$ cat config.mk
export PLATFORM = sky130hd
export DESIGN_NAME = ex_mem_branch_stage_flat
export DESIGN_NICKNAME = d
export VERILOG_FILES = /design/src/rtl/ex_mem_branch_stage_if.sv /design/src/rtl/ex_mem_branch_stage.sv /design/src/flat_wrapper.sv
export SDC_FILE = /design/constraint.sdc
export NUM_CORES = 1
export LEC_CHECK = 0
export ABC_AREA = 1
export BUFFER_PORTS_ARGS = -buffer_cell sky130_fd_sc_hd__clkbuf_2
export CAP_MARGIN = 10
export CELL_PAD_IN_SITES_DETAIL_PLACEMENT = 1
export CELL_PAD_IN_SITES_GLOBAL_PLACEMENT = 1
export CORE_MARGIN = 8
export CORE_UTILIZATION = 30
export DETAILED_ROUTE_END_ITERATION = 16
export PLACE_DENSITY = 0.71
export SETUP_SLACK_MARGIN = 0.02
export SLEW_MARGIN = 20
export SYNTH_ARGS = -nofsm -noshare
export SYNTH_HDL_FRONTEND = slang
export SYNTH_SLANG_ARGS = --single-unit
$ cat constraint.sdc
create_clock -name i_clk -period 2 [get_ports i_clk]
set_input_delay 0.3 -clock i_clk [delete_from_list [all_inputs] [get_ports i_clk]]
set_output_delay 0.3 -clock i_clk [all_outputs]
set_load 0.1 [all_outputs]
$ cat src/rtl/ex_mem_branch_stage_if.sv
// EX -> EX/MEM boundary bus: EX-stage inputs, the EX/MEM register, and the fetch redirect.
// The master drives the EX side; the slave is the branch stage that produces the MEM side.
interface ex_mem_branch_stage_if #(
   parameter int unsigned N = 32
);
   logic         stall_in;
   logic         ex_valid;
   logic [N-1:0] ex_pc;
   logic [N-1:0] ex_imm;
   logic         ex_branch;
   logic         ex_jal;
   logic         ex_jalr;
   logic [2:0]   ex_funct3;
   logic [N-1:0] alu_result;
   logic         zero_flag;
   logic         sign_flag;
   logic         overflow_flag;
   logic         carry_flag;
   logic [N-1:0] ex_rs2_data;
   logic [4:0]   ex_rd;
   logic         ex_reg_write;
   logic         ex_mem_read;
   logic         ex_mem_write;

   logic         mem_valid;
   logic [N-1:0] mem_result;
   logic [N-1:0] mem_rs2_data;
   logic [4:0]   mem_rd;
   logic         mem_reg_write;
   logic         mem_mem_read;
   logic         mem_mem_write;
   logic         redirect_valid;
   logic [N-1:0] redirect_pc;
   logic         squash_active;

   modport master (
      output stall_in, ex_valid, ex_pc, ex_imm, ex_branch, ex_jal, ex_jalr, ex_funct3,
             alu_result, zero_flag, sign_flag, overflow_flag, carry_flag,
             ex_rs2_data, ex_rd, ex_reg_write, ex_mem_read, ex_mem_write,
      input  mem_valid, mem_result, mem_rs2_data, mem_rd, mem_reg_write, mem_mem_read,
             mem_mem_write, redirect_valid, redirect_pc, squash_active
   );

   modport slave (
      input  stall_in, ex_valid, ex_pc, ex_imm, ex_branch, ex_jal, ex_jalr, ex_funct3,
             alu_result, zero_flag, sign_flag, overflow_flag, carry_flag,
             ex_rs2_data, ex_rd, ex_reg_write, ex_mem_read, ex_mem_write,
      output mem_valid, mem_result, mem_rs2_data, mem_rd, mem_reg_write, mem_mem_read,
             mem_mem_write, redirect_valid, redirect_pc, squash_active
   );
endinterface

$ cat src/rtl/ex_mem_branch_stage.sv
// EX/MEM pipeline register with branch/jump resolution from ALU flags, a one-cycle fetch
// redirect, and squashing of the SHADOW wrong-path instructions that follow a taken transfer.
module ex_mem_branch_stage #(
   parameter int unsigned N      = 32,
   parameter int unsigned SHADOW = 2
) (
   input logic                  i_clk,
   input logic                  i_rst,
   ex_mem_branch_stage_if.slave io_bus
);
   localparam int unsigned CW = $clog2(SHADOW + 1);

   typedef enum logic [0:0] {StRun, StShadow} state_e;

   state_e       r_state;
   logic [CW-1:0] r_count;
   logic         r_mem_valid;
   logic [N-1:0] r_mem_result;
   logic [N-1:0] r_mem_rs2_data;
   logic [4:0]   r_mem_rd;
   logic         r_mem_reg_write;
   logic         r_mem_mem_read;
   logic         r_mem_mem_write;
   logic         r_redirect_valid;
   logic [N-1:0] r_redirect_pc;

   logic         w_cond;
   logic         w_taken;
   logic         w_live;
   logic [N-1:0] w_target;
   logic [N-1:0] w_link;

   always_comb begin
      w_cond = 1'b0;
      case (io_bus.ex_funct3)
         3'b000:  w_cond = io_bus.zero_flag;
         3'b001:  w_cond = ~io_bus.zero_flag;
         3'b100:  w_cond = io_bus.sign_flag ^ io_bus.overflow_flag;
         3'b101:  w_cond = ~(io_bus.sign_flag ^ io_bus.overflow_flag);
         // Flags come from A + ~B + 1, so carry set means A >= B unsigned.
         3'b110:  w_cond = ~io_bus.carry_flag;
         3'b111:  w_cond = io_bus.carry_flag;
         default: w_cond = 1'b0;
      endcase
   end

   assign w_taken  = (io_bus.ex_branch & w_cond) | io_bus.ex_jal | io_bus.ex_jalr;
   assign w_live   = io_bus.ex_valid & (r_state == StRun);
   assign w_link   = io_bus.ex_pc + N'(4);
   assign w_target = io_bus.ex_jalr ? {io_bus.alu_result[N-1:1], 1'b0}
                                    : io_bus.ex_pc + io_bus.ex_imm;

   always_ff @(posedge i_clk) begin
      if (i_rst) begin
         r_state          <= StRun;
         r_count          <= '0;
         r_mem_valid      <= 1'b0;
         r_mem_result     <= '0;
         r_mem_rs2_data   <= '0;
         r_mem_rd         <= '0;
         r_mem_reg_write  <= 1'b0;
         r_mem_mem_read   <= 1'b0;
         r_mem_mem_write  <= 1'b0;
         r_redirect_valid <= 1'b0;
         r_redirect_pc    <= '0;
      end else begin
         // The redirect is a pulse even when MEM is stalled.
         r_redirect_valid <= 1'b0;
         if (!io_bus.stall_in) begin
            r_mem_valid     <= w_live;
            r_mem_reg_write <= w_live & io_bus.ex_reg_write & ~io_bus.ex_branch;
            r_mem_mem_read  <= w_live & io_bus.ex_mem_read;
            r_mem_mem_write <= w_live & io_bus.ex_mem_write;
            r_mem_result    <= (io_bus.ex_jal | io_bus.ex_jalr) ? w_link : io_bus.alu_result;
            r_mem_rs2_data  <= io_bus.ex_rs2_data;
            r_mem_rd        <= io_bus.ex_rd;
            case (r_state)
               StRun: begin
                  if (w_live && w_taken) begin
                     r_redirect_valid <= 1'b1;
                     r_redirect_pc    <= w_target;
                     r_count          <= CW'(SHADOW);
                     r_state          <= StShadow;
                  end
               end
               StShadow: begin
                  if (io_bus.ex_valid) begin
                     r_count <= r_count - CW'(1);
                     if (r_count == CW'(1)) r_state <= StRun;
                  end
               end
               default: r_state <= StRun;
            endcase
         end
      end
   end

   assign io_bus.mem_valid      = r_mem_valid;
   assign io_bus.mem_result     = r_mem_result;
   assign io_bus.mem_rs2_data   = r_mem_rs2_data;
   assign io_bus.mem_rd         = r_mem_rd;
   assign io_bus.mem_reg_write  = r_mem_reg_write;
   assign io_bus.mem_mem_read   = r_mem_mem_read;
   assign io_bus.mem_mem_write  = r_mem_mem_write;
   assign io_bus.redirect_valid = r_redirect_valid;
   assign io_bus.redirect_pc    = r_redirect_pc;
   assign io_bus.squash_active  = (r_state == StShadow);
endmodule

$ cat src/flat_wrapper.sv
// flat-port wrapper written by rule: the top's interface ports become plain ports
module ex_mem_branch_stage_flat 
#(
   parameter int unsigned N      = 32,
   parameter int unsigned SHADOW = 2
)
  (i_clk, i_rst, io_bus_stall_in, io_bus_ex_valid, io_bus_ex_pc, io_bus_ex_imm, io_bus_ex_branch, io_bus_ex_jal, io_bus_ex_jalr, io_bus_ex_funct3, io_bus_alu_result, io_bus_zero_flag, io_bus_sign_flag, io_bus_overflow_flag, io_bus_carry_flag, io_bus_ex_rs2_data, io_bus_ex_rd, io_bus_ex_reg_write, io_bus_ex_mem_read, io_bus_ex_mem_write, io_bus_mem_valid, io_bus_mem_result, io_bus_mem_rs2_data, io_bus_mem_rd, io_bus_mem_reg_write, io_bus_mem_mem_read, io_bus_mem_mem_write, io_bus_redirect_valid, io_bus_redirect_pc, io_bus_squash_active);
  ex_mem_branch_stage_if #(.N(N)) io_bus_i ();
  input logic i_clk;
  input logic i_rst;
  input wire logic [$bits(io_bus_i.stall_in)-1:0] io_bus_stall_in;
  input wire logic [$bits(io_bus_i.ex_valid)-1:0] io_bus_ex_valid;
  input wire logic [$bits(io_bus_i.ex_pc)-1:0] io_bus_ex_pc;
  input wire logic [$bits(io_bus_i.ex_imm)-1:0] io_bus_ex_imm;
  input wire logic [$bits(io_bus_i.ex_branch)-1:0] io_bus_ex_branch;
  input wire logic [$bits(io_bus_i.ex_jal)-1:0] io_bus_ex_jal;
  input wire logic [$bits(io_bus_i.ex_jalr)-1:0] io_bus_ex_jalr;
  input wire logic [$bits(io_bus_i.ex_funct3)-1:0] io_bus_ex_funct3;
  input wire logic [$bits(io_bus_i.alu_result)-1:0] io_bus_alu_result;
  input wire logic [$bits(io_bus_i.zero_flag)-1:0] io_bus_zero_flag;
  input wire logic [$bits(io_bus_i.sign_flag)-1:0] io_bus_sign_flag;
  input wire logic [$bits(io_bus_i.overflow_flag)-1:0] io_bus_overflow_flag;
  input wire logic [$bits(io_bus_i.carry_flag)-1:0] io_bus_carry_flag;
  input wire logic [$bits(io_bus_i.ex_rs2_data)-1:0] io_bus_ex_rs2_data;
  input wire logic [$bits(io_bus_i.ex_rd)-1:0] io_bus_ex_rd;
  input wire logic [$bits(io_bus_i.ex_reg_write)-1:0] io_bus_ex_reg_write;
  input wire logic [$bits(io_bus_i.ex_mem_read)-1:0] io_bus_ex_mem_read;
  input wire logic [$bits(io_bus_i.ex_mem_write)-1:0] io_bus_ex_mem_write;
  output wire logic [$bits(io_bus_i.mem_valid)-1:0] io_bus_mem_valid;
  output wire logic [$bits(io_bus_i.mem_result)-1:0] io_bus_mem_result;
  output wire logic [$bits(io_bus_i.mem_rs2_data)-1:0] io_bus_mem_rs2_data;
  output wire logic [$bits(io_bus_i.mem_rd)-1:0] io_bus_mem_rd;
  output wire logic [$bits(io_bus_i.mem_reg_write)-1:0] io_bus_mem_reg_write;
  output wire logic [$bits(io_bus_i.mem_mem_read)-1:0] io_bus_mem_mem_read;
  output wire logic [$bits(io_bus_i.mem_mem_write)-1:0] io_bus_mem_mem_write;
  output wire logic [$bits(io_bus_i.redirect_valid)-1:0] io_bus_redirect_valid;
  output wire logic [$bits(io_bus_i.redirect_pc)-1:0] io_bus_redirect_pc;
  output wire logic [$bits(io_bus_i.squash_active)-1:0] io_bus_squash_active;
  assign io_bus_i.stall_in = io_bus_stall_in;
  assign io_bus_i.ex_valid = io_bus_ex_valid;
  assign io_bus_i.ex_pc = io_bus_ex_pc;
  assign io_bus_i.ex_imm = io_bus_ex_imm;
  assign io_bus_i.ex_branch = io_bus_ex_branch;
  assign io_bus_i.ex_jal = io_bus_ex_jal;
  assign io_bus_i.ex_jalr = io_bus_ex_jalr;
  assign io_bus_i.ex_funct3 = io_bus_ex_funct3;
  assign io_bus_i.alu_result = io_bus_alu_result;
  assign io_bus_i.zero_flag = io_bus_zero_flag;
  assign io_bus_i.sign_flag = io_bus_sign_flag;
  assign io_bus_i.overflow_flag = io_bus_overflow_flag;
  assign io_bus_i.carry_flag = io_bus_carry_flag;
  assign io_bus_i.ex_rs2_data = io_bus_ex_rs2_data;
  assign io_bus_i.ex_rd = io_bus_ex_rd;
  assign io_bus_i.ex_reg_write = io_bus_ex_reg_write;
  assign io_bus_i.ex_mem_read = io_bus_ex_mem_read;
  assign io_bus_i.ex_mem_write = io_bus_ex_mem_write;
  assign io_bus_mem_valid = io_bus_i.mem_valid;
  assign io_bus_mem_result = io_bus_i.mem_result;
  assign io_bus_mem_rs2_data = io_bus_i.mem_rs2_data;
  assign io_bus_mem_rd = io_bus_i.mem_rd;
  assign io_bus_mem_reg_write = io_bus_i.mem_reg_write;
  assign io_bus_mem_mem_read = io_bus_i.mem_mem_read;
  assign io_bus_mem_mem_write = io_bus_i.mem_mem_write;
  assign io_bus_redirect_valid = io_bus_i.redirect_valid;
  assign io_bus_redirect_pc = io_bus_i.redirect_pc;
  assign io_bus_squash_active = io_bus_i.squash_active;
  ex_mem_branch_stage #(.N(N), .SHADOW(SHADOW)) u_core (.i_clk(i_clk), .i_rst(i_rst), .io_bus(io_bus_i));
endmodule
==> qor.txt <==
First-pass iteration count of the detailed router: 5
Fillers: 3448
Clock tree root buffer cell: clkbuf_16
Critical path type: primary input to flop
Drt wl/cell: 18.2 um
Placed instance area: 9830 um2
CTS H-tree depth: 3
Clk buf depth: 2
Synth top area cells: dfxtp_1 (29%), nand2_1 (21%), inv_1 (7.7%)
Peak VDD IR: 0.393 mV
First-pass GRT wire length: 52800 um
Register share of total power: 33.7%
Grt total ovfl: 0
Layout cells sized above 1: 26.2%
Synth async-reset ratio: 0%
Core Box Area: 24900 um2
Final Cell Area: 10100 um2
Switching share of power: 43.6%
Max Freq: 553 MHz
Logic pwr share: 40.0%
Slew @ Worst Pin: 679 ps
DP Wirelength: 29300 um
Die W: 174 um
Total die area: 30300 um2
Synth area leader: dfxtp_1
Largest net degree at the start of global routing: 49
Row cnt: 58
Clock transition at path regs: 80 ps
Slew Limit Fails: 0
# nets final: 1737
Status: finished, final reports clean
Mapped cell area: 7500 um2
CTS tree: yes
Number of global-route vias before repair: 9280
Final wirelength: 34400 um
Leakage: 5.51 nW
Final Skew: 8.44 ps
Via count: 9021
Worst EP required: 2300 ps
Worst skew pair latency: 360 ps
Cells after synthesis: 1218
Worst EP arrival: 2110 ps
Sequential cell area: 2180 um2
Hold-fix buffers, CTS: 0
Critical Path Start Type: primary input
Post-synth EDFFs: 0
Most frequent cell after synthesis: nand2_1
IO Pins: 257
Via density: 4.77
Synthesized flop and latch total: 109
Synth Flop Type: dfxtp_1
Post-cts resize count: 0
Crit-path max FO: 4
Synth top cells by count: nand2_1 (427), inv_1 (154), nor2_1 (131)
Power share of the clock group: 26.3%
Postcts setup bufs: 0
Hold Crit Depth: 2
Initial DRC count: 367
Die Height: 174 um
Total power: 7.10 mW
Detailed-route DRC error count: 0
Total CTS buffers: 9
Final core utilization: 40.8%
Mapped Avg Cell Area: 6.16 um2
Final hold vios: 0
Routed Antenna Nets: 0
Multi-input logic area: 4550 um2
Netlist cell types: 47
Warnings from Yosys: 0
Port Buffer Count: 256
GP Congestion: 0.867
Slew headroom: 54.7%
RSZ-0062 raised after global routing: false
Pint: 4.00 mW
Crit. End Element: flop
Maxcap violations: 0
Net count after synthesis: 1402
Hold_ws: 159 ps
Clock sink total: 109
Cell Pwr Density: 700 nW/um2
Area grow syn2layout: 35.2%
Tot GR Track Use: 22.1%
Sw Pwr: 3.10 mW
Hold Path Class: primary input to flop
Register area share after synthesis: 29.1%
Tcrit/Tclk final: 90.4%
# setup viols final: 0
Tmin final: 1810 ps
Starting Density: 30.1%
Antenna violations before repair: 3
Top cell type's share of synthesized area: 29.1%
R2r worst-path depth: 6
Setup TNS: 0 ps
## cells in the final DEF, fill, tap and decap left out, types with 33 or more instances in the layout
master / Yosys / final
nand2_1: 427 / 427
clkbuf_2: 0 / 256
inv_1: 154 / 154
nor2_1: 131 / 130
dfxtp_1: 109 / 109
buf_4: 2 / 102
nand3_1: 63 / 63
o21ai_0: 62 / 62
a21oi_1: 50 / 50
a22o_1: 37 / 37
ha_1: 33 / 33
## per-layer routing
metal	track usage, %	vias to the layer above	wire length [um]
li1	-	4532	-
met1	27.2	4216	15600
met2	37.7	238	16100
met3	4.60	35	1790
met4	7.66	0	865
met5	0	-	0
## per-stage QoR
stage | cells | worst slack [ps]
floorplan | 1218 | 38.0
global placement | 1872 | -148
detailed placement | 1872 | -186
CTS | 1888 | 197
global route | 1891 | 44.8
finish | 1891 | 191
## critical path: stages
cell      delay (ps)
clkbuf_2          80
ha_1             250
fa_1             440
nand2_1           90
nand3_1          110
nand2_1           80
nand2_1          100
nand2_1           80
nand3_1           80
nand2_1           70
nand2_1           40
nor2_1           200
nor2_1            90
nor2_1            80
## power groups by stage
stage	Sequential, mW	Combinational [mW]	Clock, mW
2_1_floorplan	3.39	0.926	0
3_3_place_gp	2.44	2.80	0
3_5_place_dp	2.44	2.83	0
4_1_cts	2.39	2.85	1.92
5_1_grt	2.41	3.04	2.01
6_report	2.39	2.84	1.87
## registers in the layout, summed over array words and instances (netlist names)
register,cells
u_core.io_bus.mem_mem_read,1
u_core.io_bus.mem_mem_write,1
u_core.io_bus.mem_rd,5
u_core.io_bus.mem_reg_write,1
u_core.io_bus.mem_result,32
u_core.io_bus.mem_rs2_data,32
u_core.io_bus.mem_valid,1
u_core.io_bus.redirect_pc,32
u_core.io_bus.redirect_valid,1
u_core.io_bus.squash_active,1
u_core.r_count,2
## final timing paths
kind	start	end	slack (ps)
hold / removal	io_bus_ex_rs2_data[2]	u_core.io_bus.mem_rs2_data[2]$_SDFFE_PP0N_	160
setup / recovery	io_bus_ex_imm[0]	u_core.io_bus.redirect_pc[18]$_SDFFE_PP0P_	190
setup reg to reg	u_core.io_bus.squash_active$_SDFFE_PP0N_	u_core.io_bus.redirect_pc[25]$_SDFFE_PP0P_	540
hold reg to reg	u_core.io_bus.mem_result[24]$_SDFFE_PP0N_	u_core.io_bus.mem_result[24]$_SDFFE_PP0N_	460
## logic make-up (layout without fill, tap and decap cells)
group	Yosys count	count (layout)	share of synthesized area, %
AO/OA/AOI/OAI	177	177	14.1
XOR/XNOR	20	20	2.33
adder cells (fa/ha/maj)	34	34	5.77
buffers and inverters	196	536	10.4
flip-flops	109	109	29.1
multiplexers	1	1	0.133
other	0	3	0
AND/OR/NAND/NOR	681	681	38.2
## final cells by class
class	count	share of cell area [%]
diodes	3	0.0740
multi-input cells	913	44.9
clock buffers	10	2.36
repair buffers	360	20.6
inverters	160	5.93
well taps	330	4.07
clock inverters	6	0.617
flip-flops and latches	109	21.5
Note: power is estimated with default switching activity, not from simulation.
